`src/rtl/axi_lite_slave_regs_if.sv`:
```
// AXI4-Lite bus bundle between a master (driver) and the register-bank slave.
interface axi_lite_slave_regs_if;
  logic        AWVALID;
  logic        AWREADY;
  logic [31:0] AWADDR;
  logic        AWPROT;
  logic        WVALID;
  logic        WREADY;
  logic [31:0] WDATA;
  logic [3:0]  WSTRB;
  logic        BVALID;
  logic        BREADY;
  logic [1:0]  BRESP;
  logic        ARVALID;
  logic        ARREADY;
  logic [31:0] ARADDR;
  logic        ARPROT;
  logic        RVALID;
  logic        RREADY;
  logic [31:0] RDATA;
  logic [1:0]  RRESP;

  modport master (
    output AWVALID, AWADDR, AWPROT, WVALID, WDATA, WSTRB, BREADY,
           ARVALID, ARADDR, ARPROT, RREADY,
    input  AWREADY, WREADY, BVALID, BRESP, ARREADY, RVALID, RDATA, RRESP
  );

  modport slave (
    input  AWVALID, AWADDR, AWPROT, WVALID, WDATA, WSTRB, BREADY,
           ARVALID, ARADDR, ARPROT, RREADY,
    output AWREADY, WREADY, BVALID, BRESP, ARREADY, RVALID, RDATA, RRESP
  );
endinterface

```
`src/rtl/axi_lite_slave_regs.sv`:
```
// AXI4-Lite slave with a bank of NUM_REGS byte-strobed 32-bit registers,
// independent AW/W capture, SLVERR for out-of-range accesses.
module axi_lite_slave_regs #(
  parameter int unsigned NUM_REGS = 16,
  parameter int unsigned ADDR_LSB = 2
) (
  input  logic                     ACLK,
  input  logic                     ARESETN,
  axi_lite_slave_regs_if.slave     s_axi,
  output logic [NUM_REGS*32-1:0]   regs_o
);

  localparam int unsigned IDX_W       = $clog2(NUM_REGS);
  localparam logic [31:0] RANGE_END   = 32'(NUM_REGS * 4);
  localparam logic [1:0]  RESP_OKAY   = 2'b00;
  localparam logic [1:0]  RESP_SLVERR = 2'b10;

  logic              aw_held_q, aw_held_d;
  logic [31:0]       awaddr_q,  awaddr_d;
  logic              w_held_q,  w_held_d;
  logic [31:0]       wdata_q,   wdata_d;
  logic [3:0]        wstrb_q,   wstrb_d;
  logic              bvalid_q,  bvalid_d;
  logic [1:0]        bresp_q,   bresp_d;
  logic              rvalid_q,  rvalid_d;
  logic [1:0]        rresp_q,   rresp_d;
  logic [31:0]       rdata_q,   rdata_d;
  logic [31:0]       regs_q [NUM_REGS];
  logic [31:0]       regs_d [NUM_REGS];

  logic              awready_c, wready_c, arready_c;
  logic              aw_hs_c, w_hs_c, ar_hs_c, commit_c;
  logic [31:0]       wr_addr_c, wr_data_c;
  logic [3:0]        wr_strb_c;
  logic [IDX_W-1:0]  wr_idx_c, rd_idx_c;
  logic              wr_in_range_c, rd_in_range_c;
  logic              unused_prot;

  // Readies depend only on held state, never on incoming VALIDs.
  assign awready_c = ARESETN & ~aw_held_q & ~bvalid_q;
  assign wready_c  = ARESETN & ~w_held_q  & ~bvalid_q;
  assign arready_c = ARESETN & ~rvalid_q;

  assign aw_hs_c = s_axi.AWVALID & awready_c;
  assign w_hs_c  = s_axi.WVALID  & wready_c;
  assign ar_hs_c = s_axi.ARVALID & arready_c;

  // Held copies take priority; otherwise the channel handshaking this cycle supplies it.
  assign wr_addr_c = aw_held_q ? awaddr_q : s_axi.AWADDR;
  assign wr_data_c = w_held_q  ? wdata_q  : s_axi.WDATA;
  assign wr_strb_c = w_held_q  ? wstrb_q  : s_axi.WSTRB;
  assign commit_c  = (aw_held_q | aw_hs_c) & (w_held_q | w_hs_c);

  assign wr_idx_c      = wr_addr_c[ADDR_LSB +: IDX_W];
  assign rd_idx_c      = s_axi.ARADDR[ADDR_LSB +: IDX_W];
  assign wr_in_range_c = wr_addr_c < RANGE_END;
  assign rd_in_range_c = s_axi.ARADDR < RANGE_END;
  assign unused_prot   = s_axi.AWPROT ^ s_axi.ARPROT;

  always_comb begin
    aw_held_d = aw_held_q;
    awaddr_d  = awaddr_q;
    w_held_d  = w_held_q;
    wdata_d   = wdata_q;
    wstrb_d   = wstrb_q;
    bvalid_d  = bvalid_q;
    bresp_d   = bresp_q;
    regs_d    = regs_q;

    if (aw_hs_c) begin
      aw_held_d = 1'b1;
      awaddr_d  = s_axi.AWADDR;
    end
    if (w_hs_c) begin
      w_held_d = 1'b1;
      wdata_d  = s_axi.WDATA;
      wstrb_d  = s_axi.WSTRB;
    end

    if (bvalid_q && s_axi.BREADY) begin
      bvalid_d = 1'b0;
    end

    if (commit_c) begin
      aw_held_d = 1'b0;
      w_held_d  = 1'b0;
      bvalid_d  = 1'b1;
      bresp_d   = wr_in_range_c ? RESP_OKAY : RESP_SLVERR;
      if (wr_in_range_c) begin
        for (int unsigned b = 0; b < 4; b++) begin
          if (wr_strb_c[b]) begin
            regs_d[wr_idx_c][8*b +: 8] = wr_data_c[8*b +: 8];
          end
        end
      end
    end
  end

  // Read samples regs_q, so a same-edge write is not yet visible.
  always_comb begin
    rvalid_d = rvalid_q;
    rresp_d  = rresp_q;
    rdata_d  = rdata_q;
    if (rvalid_q && s_axi.RREADY) begin
      rvalid_d = 1'b0;
    end
    if (ar_hs_c) begin
      rvalid_d = 1'b1;
      rresp_d  = rd_in_range_c ? RESP_OKAY : RESP_SLVERR;
      rdata_d  = rd_in_range_c ? regs_q[rd_idx_c] : 32'h0;
    end
  end

  always_ff @(posedge ACLK or negedge ARESETN) begin
    if (!ARESETN) begin
      aw_held_q <= 1'b0;
      awaddr_q  <= '0;
      w_held_q  <= 1'b0;
      wdata_q   <= '0;
      wstrb_q   <= '0;
      bvalid_q  <= 1'b0;
      bresp_q   <= RESP_OKAY;
      rvalid_q  <= 1'b0;
      rresp_q   <= RESP_OKAY;
      rdata_q   <= '0;
      regs_q    <= '{default: '0};
    end else begin
      aw_held_q <= aw_held_d;
      awaddr_q  <= awaddr_d;
      w_held_q  <= w_held_d;
      wdata_q   <= wdata_d;
      wstrb_q   <= wstrb_d;
      bvalid_q  <= bvalid_d;
      bresp_q   <= bresp_d;
      rvalid_q  <= rvalid_d;
      rresp_q   <= rresp_d;
      rdata_q   <= rdata_d;
      regs_q    <= regs_d;
    end
  end

  always_comb begin
    regs_o = '0;
    for (int unsigned k = 0; k < NUM_REGS; k++) begin
      regs_o[32*k +: 32] = regs_q[k];
    end
  end

  assign s_axi.AWREADY = awready_c;
  assign s_axi.WREADY  = wready_c;
  assign s_axi.ARREADY = arready_c;
  assign s_axi.BVALID  = bvalid_q;
  assign s_axi.BRESP   = bresp_q;
  assign s_axi.RVALID  = rvalid_q;
  assign s_axi.RRESP   = rresp_q;
  assign s_axi.RDATA   = rdata_q;

endmodule
```
`src/flat_wrapper.sv`:
```
// flat-port wrapper written by rule: the top's interface ports become plain ports
module axi_lite_slave_regs_flat 
#(
  parameter int unsigned NUM_REGS = 16,
  parameter int unsigned ADDR_LSB = 2
)
  (ACLK, ARESETN, regs_o, s_axi_AWVALID, s_axi_AWADDR, s_axi_AWPROT, s_axi_WVALID, s_axi_WDATA, s_axi_WSTRB, s_axi_BREADY, s_axi_ARVALID, s_axi_ARADDR, s_axi_ARPROT, s_axi_RREADY, s_axi_AWREADY, s_axi_WREADY, s_axi_BVALID, s_axi_BRESP, s_axi_ARREADY, s_axi_RVALID, s_axi_RDATA, s_axi_RRESP);
  axi_lite_slave_regs_if s_axi_i ();
  input  logic ACLK;
  input  logic ARESETN;
  output logic [NUM_REGS*32-1:0] regs_o;
  input wire logic [$bits(s_axi_i.AWVALID)-1:0] s_axi_AWVALID;
  input wire logic [$bits(s_axi_i.AWADDR)-1:0] s_axi_AWADDR;
  input wire logic [$bits(s_axi_i.AWPROT)-1:0] s_axi_AWPROT;
  input wire logic [$bits(s_axi_i.WVALID)-1:0] s_axi_WVALID;
  input wire logic [$bits(s_axi_i.WDATA)-1:0] s_axi_WDATA;
  input wire logic [$bits(s_axi_i.WSTRB)-1:0] s_axi_WSTRB;
  input wire logic [$bits(s_axi_i.BREADY)-1:0] s_axi_BREADY;
  input wire logic [$bits(s_axi_i.ARVALID)-1:0] s_axi_ARVALID;
  input wire logic [$bits(s_axi_i.ARADDR)-1:0] s_axi_ARADDR;
  input wire logic [$bits(s_axi_i.ARPROT)-1:0] s_axi_ARPROT;
  input wire logic [$bits(s_axi_i.RREADY)-1:0] s_axi_RREADY;
  output wire logic [$bits(s_axi_i.AWREADY)-1:0] s_axi_AWREADY;
  output wire logic [$bits(s_axi_i.WREADY)-1:0] s_axi_WREADY;
  output wire logic [$bits(s_axi_i.BVALID)-1:0] s_axi_BVALID;
  output wire logic [$bits(s_axi_i.BRESP)-1:0] s_axi_BRESP;
  output wire logic [$bits(s_axi_i.ARREADY)-1:0] s_axi_ARREADY;
  output wire logic [$bits(s_axi_i.RVALID)-1:0] s_axi_RVALID;
  output wire logic [$bits(s_axi_i.RDATA)-1:0] s_axi_RDATA;
  output wire logic [$bits(s_axi_i.RRESP)-1:0] s_axi_RRESP;
  assign s_axi_i.AWVALID = s_axi_AWVALID;
  assign s_axi_i.AWADDR = s_axi_AWADDR;
  assign s_axi_i.AWPROT = s_axi_AWPROT;
  assign s_axi_i.WVALID = s_axi_WVALID;
  assign s_axi_i.WDATA = s_axi_WDATA;
  assign s_axi_i.WSTRB = s_axi_WSTRB;
  assign s_axi_i.BREADY = s_axi_BREADY;
  assign s_axi_i.ARVALID = s_axi_ARVALID;
  assign s_axi_i.ARADDR = s_axi_ARADDR;
  assign s_axi_i.ARPROT = s_axi_ARPROT;
  assign s_axi_i.RREADY = s_axi_RREADY;
  assign s_axi_AWREADY = s_axi_i.AWREADY;
  assign s_axi_WREADY = s_axi_i.WREADY;
  assign s_axi_BVALID = s_axi_i.BVALID;
  assign s_axi_BRESP = s_axi_i.BRESP;
  assign s_axi_ARREADY = s_axi_i.ARREADY;
  assign s_axi_RVALID = s_axi_i.RVALID;
  assign s_axi_RDATA = s_axi_i.RDATA;
  assign s_axi_RRESP = s_axi_i.RRESP;
  axi_lite_slave_regs #(.NUM_REGS(NUM_REGS), .ADDR_LSB(ADDR_LSB)) u_core (.ACLK(ACLK), .ARESETN(ARESETN), .s_axi(s_axi_i), .regs_o(regs_o));
endmodule
```
`config.mk`:
```
export PLATFORM = sky130hd
export DESIGN_NAME = axi_lite_slave_regs_flat
export DESIGN_NICKNAME = d
export VERILOG_FILES = /design/src/rtl/axi_lite_slave_regs_if.sv /design/src/rtl/axi_lite_slave_regs.sv /design/src/flat_wrapper.sv
export SDC_FILE = /design/constraint.sdc
export NUM_CORES = 1
export LEC_CHECK = 0
export CORE_AREA = 2 2 260 262
export DETAILED_ROUTE_END_ITERATION = 10
export DIE_AREA = 0 0 262 264
export PLACE_DENSITY = 0.7
export SETUP_SLACK_MARGIN = 0.5
export SYNTH_ARGS = -nofsm -noshare
export SYNTH_HDL_FRONTEND = slang
export SYNTH_SLANG_ARGS = --single-unit
```
`constraint.sdc`:
```
create_clock -name ACLK -period 5.2 [get_ports ACLK]
set_input_delay 1.04 -clock ACLK [delete_from_list [all_inputs] [get_ports ACLK]]
set_output_delay 1.04 -clock ACLK [all_outputs]
set_load 0.05 [all_outputs]
```
==> qor.csv <==
stage;metric;value;unit
status;status;completed;
final_layout;Multi-input gate area;12550;sq um
drt;drt initial violations;1157;
logic_synthesis;Compound-Gate Fraction of Synth Area;5.221;%
grt;number of global-route vias before repair;20331;
logic_synthesis;Async SR Flop Fraction;100.0;%
sta;final slew viol count;0;
drt;Avg WL per Cell;29.35;microns
pwr;Max VDD drop;0.2074;mV
sta;final setup fails;0;
sta;WHS;0.3564;ns
grt;met1 Use GR;34.89;%
clock_network;CTS tree;done;
clock_network;CTS sink cnt;616;
place;post-DP HPWL;67910;microns
final_layout;commonest non-fill, non-tap cells in the layout;648 x clkdlybuf4s50_1, 615 x dfrtp_1, 612 x mux2_2;
logic_synthesis;number of synthesized flops with an enable pin;0;
place;port bufs;653;
place;dpl cells;3218;
min_path;Hold Path Class;in -> async;
critical_path;FF-to-FF setup slack;1.55;ns
logic_synthesis;Syn Std Cell Area;28520;sq um
logic_synthesis;Post-Syn Instances;1758;
final_layout;fill count;5283;
logic_synthesis;library cells used by synthesis;34;
job;number of max-cap violations;0;
floorplanning;I/O pins;662;
critical_path;critical path capture point type;register;
drt;DR DRC count;0;
sta;final worst path period need;3.700;ns
grt;gr usage total;28.30;%
floorplanning;Die ar.;69170;sq um
critical_path;Crit Path Class;in -> reg;
floorplanning;Die X;262;microns
sta;Slew HR;27.14;%
grt;met2 Usage GRT;48.20;%
floorplanning;Rows;95;
drt;post-route ant nets;0;
logic_synthesis;Post-synth top flop;dfrtp_1;
clock_network;# H-tree levels;3;
pwr;Cell Int Power;0.008422;W
clock_network;# hold bufs at CTS;0;
grt;first-pass GRT wire length;142100;microns
clock_network;Clock transition at path regs;0.06;ns
clock_network;Skew-Pair Late Insertion Delay;0.60;ns
pwr;Switch Pwr;0.003064;W
sta;Final Hold Viols;0;
pwr;power per cell area;299.1;nW/um^2
sta;Max Clk Rate;270.3;MHz
clock_network;CTS Buf Count;68;
logic_synthesis;Post-Synth Simple-Gate Area;1.698;%
logic_synthesis;sequential element share of the synthesized area;54.05;%
drt;Post-Route WL;98070;microns
final_layout;register area;15420;sq um
final_layout;Area Overhead vs Synth;34.65;%
grt;GR Overflow Total;0;
pwr;logic gate share of total power;12.8;%
logic_synthesis;mux cell area share after synthesis;36.80;%
grt;GR Util met3;6.669;%
final_layout;commonest non-fill, non-tap cell in the layout;clkdlybuf4s50_1;
sta;Setup Total Neg Slack;0;ns
drt;First-pass DRT Iterations;5;
final_layout;Nets;2524;
clock_network;post_cts resized;0;
critical_path;startpoint types;input port;
grt;GRT Max-Usage Layer;met2;
pwr;Final Power;0.01149;W
clock_network;Clock Tree Buf Depth;3;
sta;Slew @ Worst Pin;1.088;ns
grt;initial antenna violation count;10;
clock_network;Clock Tree Root;clkbuf_16;
clock_network;postcts setup bufs;0;
pwr;clock power share;41.6;%
logic_synthesis;count of state elements after synthesis;616;
pwr;sequential power share;45.6;%
final_layout;layout cells sized above 1;40.33;%
pwr;switching part of the total power;26.67;%
floorplanning;initial cell density of the core;42.84;%
floorplanning;core area;66560;sq um
place;GPL Wtd Cong;0.8528;
drt;DR vias;19082;
sta;clk_skew;0.01458;ns
drt;Via density;5.710;
critical_path;Critical Path AT;4.17;ns
floorplanning;die extent in y;264;microns
logic_synthesis;YS warnings;0;
grt;largest net degree at the start of global routing;172;
logic_synthesis;Synth Area in XOR/XNOR;0;%
logic_synthesis;largest family of logic cells by synthesized area;multiplexers;
critical_path;critical path required time;5.67;ns
logic_synthesis;Post-Synth Adder-Cell Area;0;%
critical_path;crit path max fanout;21;
final_layout;final std cells w/o fill;3342;
sta;RSZ-0062 raised after global routing;no;
sta;final period utilization;71.14;%
pwr;P_leak;16.48;nW
logic_synthesis;Synth Area per Inst;16.22;sq um
[path summary, 6_finish.rpt]
| kind | start | endpoint | cells past startpoint |
|---|---|---|---|
| worst min-delay path | ARESETN | u_core.awaddr_q[14]$_DFFE_PN0P_ | 1 |
| worst max register to register | u_core.aw_held_q$_DFFE_PN0P_ | u_core.regs_o[230]$_DFFE_PN0P_ | 5 |
| min in group ACLK | u_core.s_axi.RDATA[9]$_DFFE_PN0P_ | u_core.s_axi.RDATA[9]$_DFFE_PN0P_ | 2 |
| worst min register to register | u_core.s_axi.RDATA[9]$_DFFE_PN0P_ | u_core.s_axi.RDATA[9]$_DFFE_PN0P_ | 2 |
| max in group asynchronous | ARESETN | u_core.regs_o[465]$_DFFE_PN0P_ | 3 |
| worst max-delay path | s_axi_AWADDR[18] | u_core.regs_o[317]$_DFFE_PN0P_ | 7 |
[cell usage after synthesis (3+ instances only)]
library cell  count  area [sq um]
nor4_1           12         75.07
a211oi_2         15         187.7
a211oi_4         49         980.9
clkbuf_1         70         262.8
mux4_2          160          3603
o21ai_0          38         190.2
inv_1            39         146.4
o211ai_2          4         50.05
nand4_1           3         18.77
nand2_1          56         210.2
nor2_1           10         37.54
or4_1             3         22.52
buf_1            18         67.56
buf_4             3         22.52
buf_2            15         75.07
dfrtp_1         616         15410
nor3_1            8         40.04
mux2_2          612          6892
buf_6             5         56.30
[final cells by class]
cell class	instances	share of cell area [%]
Antenna cell	7	0.04562
Sequential cell	616	40.15
Tap cell	873	2.845
Clock inverter	14	0.4171
Inverter	39	0.3812
Timing Repair Buffer	697	18.15
Clock buffer	103	5.334
Multi-Input combinational cell	993	32.68
[kinds of logic (layout without fill, tap and decap cells)]
| group | Yosys count | after routing |
|---|---|---|
| other | 1 | 9 |
| AND/OR/NAND/NOR | 103 | 103 |
| multiplexers | 772 | 772 |
| flip-flops | 616 | 616 |
| AO/OA/AOI/OAI | 116 | 116 |
| buffers and inverters | 150 | 853 |
[power groups by stage]
stage / clock, W / combinational (W) / sequential, W
CTS: 0.00486 / 0.00146 / 0.00523
floorplan: 0 / 0.000937 / 0.00527
finish: 0.00478 / 0.00147 / 0.00524
global placement: 0 / 0.00141 / 0.00529
detailed placement: 0 / 0.00146 / 0.00532
global route: 0.00508 / 0.00157 / 0.00526
[per-stage QoR]
stage                     utilization [%]  setup WS, ns  instance area [sq um]
after floorplan                         -         1.979                  28520
after global placement              54.34        0.9184                  36170
after detailed placement            54.34        0.8925                  36170
after CTS                           57.66         1.528                  38380
after global routing                57.68         1.397                  38390
final                               57.69         1.501                  38400
[sequential cells by signal, summed over array words and instances, names as in the netlist]
register	cells
u_core.wstrb_q	4
u_core.s_axi.RDATA	32
u_core.aw_held_q	1
u_core.awaddr_q	30
u_core.s_axi.RVALID	1
u_core.regs_o	512
u_core.w_held_q	1
u_core.wdata_q	32
u_core.s_axi.BRESP	1
u_core.s_axi.BVALID	1
u_core.s_axi.RRESP	1
[worst max-delay path, stage by stage]
cell and delay (ns):
clkdlybuf4s50_1 0.44, nor4_1 0.33, nand4_1 0.16, or4_4 0.61, buf_4 0.36, a211oi_4 0.80
mux2_2 0.41
[layer usage]
metal / vias to the layer above / part of all wire, %
met5: - / 0.054
met4: 8 / 3.8
met3: 181 / 6.8
met2: 721 / 51
met1: 10257 / 38
li1: 7915 / -
(Power assumes the default switching activity.)
